<file path="src/rtl/riscv_pkg.sv">
// Shared core types and constants.
// Fetch sequencer states and architectural widths.
package riscv_pkg;

  localparam int XLEN        = 32;
  localparam int INSTR_BYTES = 4;

  typedef enum logic [2:0] {
    IDLE,
    REQ,
    WAIT,
    HOLD,
    DROP
  } fetch_state_t;

endpackage

</file>
<file path="src/rtl/fetch_ctrl.sv">
// Instruction-fetch sequencer: owns the PC, drives imem req/gnt/rvalid,
// hands instructions to decode and applies execute redirects.
module fetch_ctrl
  import riscv_pkg::*;
#(
  parameter logic [XLEN-1:0] RESET_PC = 32'h0000_0000
) (
  input  logic            clk,
  input  logic            reset,
  input  logic            redirect_valid,
  input  logic [XLEN-1:0] redirect_pc,
  output logic            imem_req,
  output logic [XLEN-1:0] imem_addr,
  input  logic            imem_gnt,
  input  logic            imem_rvalid,
  input  logic [XLEN-1:0] imem_rdata,
  output logic            if_valid,
  output logic [XLEN-1:0] if_instr,
  output logic [XLEN-1:0] if_pc,
  input  logic            if_ready,
  output logic            misalign_err
);

  fetch_state_t    r_state;
  fetch_state_t    w_state_nxt;
  logic [XLEN-1:0] r_pc;
  logic [XLEN-1:0] w_pc_nxt;
  logic            r_if_valid;
  logic            w_if_valid_nxt;
  logic [XLEN-1:0] r_if_instr;
  logic [XLEN-1:0] w_if_instr_nxt;
  logic [XLEN-1:0] r_if_pc;
  logic [XLEN-1:0] w_if_pc_nxt;
  logic            r_misalign;
  logic            w_redir;
  logic            w_redir_bad;

  assign w_redir     = redirect_valid
                     && (redirect_pc[1:0] == 2'b00);
  assign w_redir_bad = redirect_valid
                     && (redirect_pc[1:0] != 2'b00);

  // An accepted redirect always wins; an in-flight
  // response is then owed to DROP rather than decode.
  always_comb begin
    w_state_nxt    = r_state;
    w_pc_nxt       = r_pc;
    w_if_valid_nxt = r_if_valid;
    w_if_instr_nxt = r_if_instr;
    w_if_pc_nxt    = r_if_pc;
    unique case (r_state)
      IDLE: begin
        w_state_nxt = REQ;
        if (w_redir) w_pc_nxt = redirect_pc;
      end
      REQ: begin
        if (w_redir) begin
          w_pc_nxt    = redirect_pc;
          w_state_nxt = imem_gnt ? DROP : REQ;
        end else if (imem_gnt) begin
          w_state_nxt = WAIT;
        end
      end
      WAIT: begin
        if (w_redir) begin
          w_pc_nxt    = redirect_pc;
          w_state_nxt = imem_rvalid ? REQ : DROP;
        end else if (imem_rvalid) begin
          w_if_instr_nxt = imem_rdata;
          w_if_pc_nxt    = r_pc;
          w_if_valid_nxt = 1'b1;
          w_pc_nxt       = r_pc + XLEN'(INSTR_BYTES);
          w_state_nxt    = HOLD;
        end
      end
      HOLD: begin
        if (w_redir) begin
          w_pc_nxt       = redirect_pc;
          w_if_valid_nxt = 1'b0;
          w_state_nxt    = REQ;
        end else if (if_ready) begin
          w_if_valid_nxt = 1'b0;
          w_state_nxt    = REQ;
        end
      end
      DROP: begin
        if (w_redir) w_pc_nxt = redirect_pc;
        if (imem_rvalid) w_state_nxt = REQ;
      end
      default: begin
        w_state_nxt = IDLE;
      end
    endcase
  end

  always_ff @(posedge clk or posedge reset) begin
    if (reset) begin
      r_state    <= IDLE;
      r_pc       <= RESET_PC;
      r_if_valid <= 1'b0;
      r_if_instr <= '0;
      r_if_pc    <= '0;
      r_misalign <= 1'b0;
    end else begin
      r_state    <= w_state_nxt;
      r_pc       <= w_pc_nxt;
      r_if_valid <= w_if_valid_nxt;
      r_if_instr <= w_if_instr_nxt;
      r_if_pc    <= w_if_pc_nxt;
      r_misalign <= w_redir_bad;
    end
  end

  assign imem_req     = (r_state == REQ);
  assign imem_addr    = r_pc;
  assign if_valid     = r_if_valid;
  assign if_instr     = r_if_instr;
  assign if_pc        = r_if_pc;
  assign misalign_err = r_misalign;

endmodule

</file>
<file path="config.mk">
export PLATFORM = sky130hd
export DESIGN_NAME = fetch_ctrl
export DESIGN_NICKNAME = d
export VERILOG_FILES = /design/src/rtl/riscv_pkg.sv /design/src/rtl/fetch_ctrl.sv
export SDC_FILE = /design/constraint.sdc
export NUM_CORES = 1
export LEC_CHECK = 0
export ABC_AREA = 1
export CORE_MARGIN = 4
export CORE_UTILIZATION = 50
export CTS_CLUSTER_SIZE = 24
export DETAILED_ROUTE_END_ITERATION = 10
export GPL_TIMING_DRIVEN = 0
export PLACE_DENSITY = 0.84
export RECOVER_POWER = 100
export SYNTH_ARGS = -nofsm -noshare
export SYNTH_HDL_FRONTEND = slang
export SYNTH_SLANG_ARGS = --single-unit
</file>
<file path="constraint.sdc">
create_clock -name clk -period 7.5 [get_ports clk]
set_input_delay 1.5 -clock clk [delete_from_list [all_inputs] [get_ports clk]]
set_output_delay 1.5 -clock clk [all_outputs]
set_load 0.1 [all_outputs]
</file>
==> results of run 1 <==
==> critical path, cell delays in order (launching register included) <==
cell and delay (ns):
dfrtp_1 0.40, inv_1 0.13, nand2_1 0.11, nor2_1 0.17
dlygate4sd3_1 1.23
==> sequential cells by signal (all words and copies together), names as in the netlist <==
signal / count
if_instr: 32
if_pc: 32
imem_addr: 32
r_state: 3
if_valid: 1
misalign_err: 1
==> kinds of logic (layout without fill, tap and decap cells) <==
group                      count (synthesis)  in the layout  share of synthesized area, %
and+or+nand+nor                          283            283                         22.83
xor gates and xnor gates                   4              4                        0.6494
muxes                                     34             34                         9.464
DFF                                      101            101                         46.86
buffers and inverters                     92            277                         8.953
AOI/OAI and AO/OA                         92             92                         11.02
adders and majority gates                  1              1                        0.2319
==> through the flow <==
stage,cell area (um2),instances,setup slack [ns]
finish,7212,928,3.583
global route,7212,928,3.450
CTS,7497,928,3.641
detailed placement,7276,912,4.054
global placement,7246,911,1.929
floorplan,5394,607,3.353
==> worst paths after layout <==
path                                         from                        end  slack [ns]  cells after the start
max in group asynchronous                   reset     r_state[2]$_DFFE_PP0P_        4.62                      3
hold / removal              if_pc[20]$_DFFE_PP0P_      if_pc[20]$_DFFE_PP0P_        0.49                      2
setup reg to reg           r_state[2]$_DFFE_PP0P_  imem_addr[19]$_DFFE_PP0P_        4.81                      7
hold reg to reg             if_pc[20]$_DFFE_PP0P_      if_pc[20]$_DFFE_PP0P_        0.49                      2
min in group asynchronous                   reset   if_instr[19]$_DFFE_PP0P_        1.97                      2
setup / recovery           r_state[2]$_DFFE_PP0P_                   imem_req        3.58                      4
==> Yosys cell counts, drive strengths merged, types with 2 or more instances <==
library cell / number
buf: 19
and2: 2
inv: 69
a22oi: 2
nand2: 177
nand3: 41
nor2: 58
or2: 4
mux2: 34
a21oi: 3
dfrtp: 101
o21ai: 76
clkinv: 2
clkbuf: 2
o211ai: 2
xor2: 4
o22ai: 5
==> placed cells by master, fill, tap and decap left out, types with 4 or more instances in the layout <==
master           instances
buf_6                    5
clkbuf_1                13
clkbuf_8                 9
clkdlybuf4s50_1         66
dfrtp_1                101
dlygate4sd3_1          102
inv_1                   65
mux2_1                  31
nand2_1                173
nand3_1                 37
nand3_2                  4
nor2_1                  50
nor2_2                   5
o21ai_0                 60
o21ai_1                  7
o21ai_2                  9
o22ai_1                  5
or2_0                    4
xor2_1                   4
==> routing by layer <==
metal  up-vias  global-route usage, %  part of all wire (%)
met2       216                  43.61                    49
met1      2303                  33.47                    42
met3        16                  4.511                   7.0
li1       2303                      -                     -
met5         -                      0                     0
met4         0                  7.380                   1.5
==> area by class of cell <==
type | instances | area [um2] | area share (%)
inverters | 71 | 267.8 | 3.713
plain buffers | 21 | 130.1 | 1.804
multi-input cells | 414 | 2186 | 30.31
well taps | 136 | 170.2 | 2.359
clock buffers | 9 | 123.9 | 1.718
clock inverters | 7 | 97.59 | 1.353
repair buffers | 169 | 1709 | 23.70
flip-flops and latches | 101 | 2527 | 35.05
==> results.toml, run 1 <==
[timing]
hold_violations = 0
clock_skew_ns = 0.01176
rsz0062_at_grt = "false"
tightest_slew_ns = 1.607
fin_crit_ns = 3.917
drv_slew = 36
hold_ws_ns = 0.4892
setup_violations = 0
finalSetupTns_ns = 0
fmax_ghz = 0.2553
period_share_pct = 52.23
relSlewSlack_pct = -7.730

[detailed_routing]
drc = 0
drtPass1Iterations = 5
dr.first_iter.drc_count = 339
via_count = 4838
routed_wl_mm = 15.73
via_per_inst = 5.213
ant_nets = 0
route.detailed.wl_per_inst_um = 16.95

[grt]
grt_pass1_vias = 4820
grt_pass1_wl_mm = 25.63
grt_max_degree = 67
grtUsageTotal_pct = 25.57
overflow = 0
antenna_found_initial = 0

[logic_synthesis]
synth-seq-cells = 101
synth-edff-count = 0
yosys.area.top_type = "dfrtp_1"
synthArstFlopShare_pct = 100.0
synth_nets = 678
yosys_most_used_dff = "dfrtp_1"
ys_warn_count = 0
synth_top_area_share_pct = 46.86
yosysUniqueCellTypes = 39
synth-seq-area-share_pct = 46.86
synth.cell_area_mm2 = 0.005394
synth_area_leaders = "dfrtp_1 47%, nand2_1 12%, mux2_4 9.5%, inv_1 4.5%, nor2_1 3.5%"
avgSynthCellArea_um2 = 8.886
synth_cells = 607

[final_layout]
area_growth_syn_to_layout_pct = 33.70
fin_util_pct = 69.24
fillers = 887
diodes = 0
nets = 858
drive_gt1_share_pct = 7.702

[cts]
cts_tree = "done"
postCtsSetupBuffers = 0
cts.sinks = 101
numCtsBuffers = 9
cts_root_buf = "clkbuf_8"
clk_pin_slew_worst_paths_ns = 0.10
cts_hold_buf = 0
cts.repair.resized = 0
clock_latency_ns = 0.38
htree_levels = 3
cts_buffer_depth = 2

[floorplanning]
fp-row-count = 37
io_pins = 169
die_h_um = 111.9
die_area_mm2 = 0.01251
die_w_um = 111.9
core_region_area_mm2 = 0.01042
start_util_pct = 51.78

[min_path]
hp-class = "flip-flop to flip-flop"

[run]
drv_cap = 1

[worst_setup_path]
required_ns = 6.00
cp-end-kind = "output port"
path_max_fanout = 3
cp-start-kind = "flip-flop"
critPathKind = "flip-flop to output port"
crit_arrival_ns = 2.42

[placed_design]
gp_congestion = 0.9213
dp_hpwl_mm = 12.24
port_buffers = 168

[status]
run_status = "finished with violations"
violations = "max-capacitance violations, max-slew violations"
Power of run 1 is left out: the tool's default activity adds up to more than one toggle a clock period on the data nets, which glitch-free logic cannot reach.
==> inputs of run 2 (changes only) <==
--- a/config.mk
+++ b/config.mk
@@ -7,11 +7,11 @@
 export LEC_CHECK = 0
 export ABC_AREA = 1
 export CORE_MARGIN = 4
-export CORE_UTILIZATION = 50
+export CORE_UTILIZATION = 43
 export CTS_CLUSTER_SIZE = 24
 export DETAILED_ROUTE_END_ITERATION = 10
 export GPL_TIMING_DRIVEN = 0
-export PLACE_DENSITY = 0.84
+export PLACE_DENSITY = 0.77
 export RECOVER_POWER = 100
 export SYNTH_ARGS = -nofsm -noshare
 export SYNTH_HDL_FRONTEND = slang
==> constraint.sdc (replaced) <==
create_clock -name clk -period 3.35 [get_ports clk]
set_input_delay 0.67 -clock clk [delete_from_list [all_inputs] [get_ports clk]]
set_output_delay 0.67 -clock clk [all_outputs]
set_load 0.1 [all_outputs]
==> results.toml, run 2 (synthesis gave the netlist of run 1 again) <==
[status]
run_status = "finished with violations"
violations = "max-capacitance violations, max-slew violations"

[floorplanning]
fp-row-count = 40
start_util_pct = 44.35
die_h_um = 120
core_region_area_mm2 = 0.01216
io_pins = 169
die_w_um = 120
die_area_mm2 = 0.01440

[worst_setup_path]
required_ns = 2.68
cp-end-kind = "output port"
path_max_fanout = 3
crit_arrival_ns = 2.39
cp-start-kind = "flip-flop"
critPathKind = "flip-flop to output port"

[detailed_routing]
drtPass1Iterations = 5
met1_length_mm = 6.571
drc = 0
via_per_inst = 4.950
dr.first_iter.drc_count = 327
top_layer = "met4"
route.detailed.wl_per_inst_um = 15.81
ant_nets = 0
wl_met2_mm = 7.558
routed_wl_mm = 15.18
met3_length_um = 733
via_count = 4752

[final_layout]
drive_gt1_share_pct = 7.449
area_growth_syn_to_layout_pct = 35.68
fin_util_pct = 60.17
diodes = 0
nets = 858
seqCellArea_mm2 = 0.002527
final_cell_mix = "173 x nand2_1, 102 x dlygate4sd3_1, 101 x dfrtp_1, 66 x clkdlybuf4s50_1, 64 x inv_1"
final_common_cell = "nand2_1"
multi_input_area_mm2 = 0.002178
fillers = 1130

[placed_design]
dp_hpwl_mm = 11.90
gp_congestion = 0.9161
pre_cts_slack_ns = 0.7206
port_buffers = 168

[grt]
grt_max_degree = 65
overflow = 0
grtUsageTotal_pct = 21.45
grt_pass1_vias = 4719
antenna_found_initial = 0
grt_pass1_wl_mm = 24.48

[cts]
numCtsBuffers = 9
postCtsSetupBuffers = 0
htree_levels = 3
clk_pin_slew_worst_paths_ns = 0.07
cts.repair.resized = 0
cts_hold_buf = 0
cts.sinks = 101
cts_tree = "done"
cts_buffer_depth = 2
clock_latency_ns = 0.35
cts_root_buf = "clkbuf_16"

[timing]
layout_setup_ws_ns = 0.2916
hold_violations = 0
setup_violations = 0
tightest_slew_ns = 1.716
period_share_pct = 91.30
fin_crit_ns = 3.058
drv_slew = 38
clock_skew_ns = 0.007039
fmax_ghz = 0.3270
relSlewSlack_pct = -15.02
rsz0062_at_grt = "false"

[min_path]
hp-class = "flip-flop to flip-flop"

[run]
drv_cap = 1
==> run 2: worst paths after layout <==
path | start | endpoint | slack [ns] | cells past startpoint
max reg2reg | r_state[2]$_DFFE_PP0P_ | imem_addr[5]$_DFFE_PP0P_ | 0.84 | 6
min in group asynchronous | reset | if_instr[27]$_DFFE_PP0P_ | 1.21 | 2
min | if_pc[23]$_DFFE_PP0P_ | if_pc[23]$_DFFE_PP0P_ | 0.49 | 2
max | r_state[2]$_DFFE_PP0P_ | imem_req | 0.29 | 4
max in group asynchronous | reset | if_pc[6]$_DFFE_PP0P_ | 1.22 | 3
min reg2reg | if_pc[23]$_DFFE_PP0P_ | if_pc[23]$_DFFE_PP0P_ | 0.49 | 2
==> run 2: per-layer routing <==
layer / track usage (%) / vias to the layer above
met4: 7.731 / 0
met5: 0 / -
li1: - / 2303
met3: 3.157 / 18
met1: 28.25 / 2272
met2: 35.97 / 159
==> run 2: cell type report <==
type                            count  share of cell area (%)
Sequential cell                   101                   34.54
Buffer                             21                   1.795
Clock inverter                      4                  0.6497
Clock buffer                       12                   3.368
Inverter                           71                   3.659
Multi-Input combinational cell    414                   29.77
Tap cell                          168                   2.872
Timing Repair Buffer              169                   23.35
==> run 2: critical path, stage by stage (launching register included) <==
cell,delay (ns)
dfrtp_1,0.40
inv_1,0.13
nand2_1,0.11
nor2_1,0.17
dlygate4sd3_1,1.23
==> run 2: per-stage QoR <==
stage | setup TNS [ns] | hold WS [ns] | cells | instance area, um2
floorplan | 0 | 0.5436 | 607 | 5394
global placement | -145.05 | 0.4694 | 943 | 7286
CTS | 0 | 0.4888 | 960 | 7610
global route | 0 | 0.4967 | 960 | 7318
finish | 0 | 0.4851 | 960 | 7318
detailed placement | 0 | 0.4723 | 944 | 7316
Power of run 2 is left out for the same reason.
==> inputs of run 3 (changes only) <==
--- a/config.mk
+++ b/config.mk
@@ -6,6 +6,7 @@
 export NUM_CORES = 1
 export LEC_CHECK = 0
 export ABC_AREA = 1
+export CAP_MARGIN = 5
 export CORE_MARGIN = 4
 export CORE_UTILIZATION = 43
 export CTS_CLUSTER_SIZE = 24
@@ -13,6 +14,7 @@
 export GPL_TIMING_DRIVEN = 0
 export PLACE_DENSITY = 0.77
 export RECOVER_POWER = 100
+export SKIP_CTS_REPAIR_TIMING = 1
 export SYNTH_ARGS = -nofsm -noshare
 export SYNTH_HDL_FRONTEND = slang
 export SYNTH_SLANG_ARGS = --single-unit
==> results of run 3 <==
No change in the layout: final DEF, timing and power equal those of run 2.
Power of run 3 is left out for the same reason.
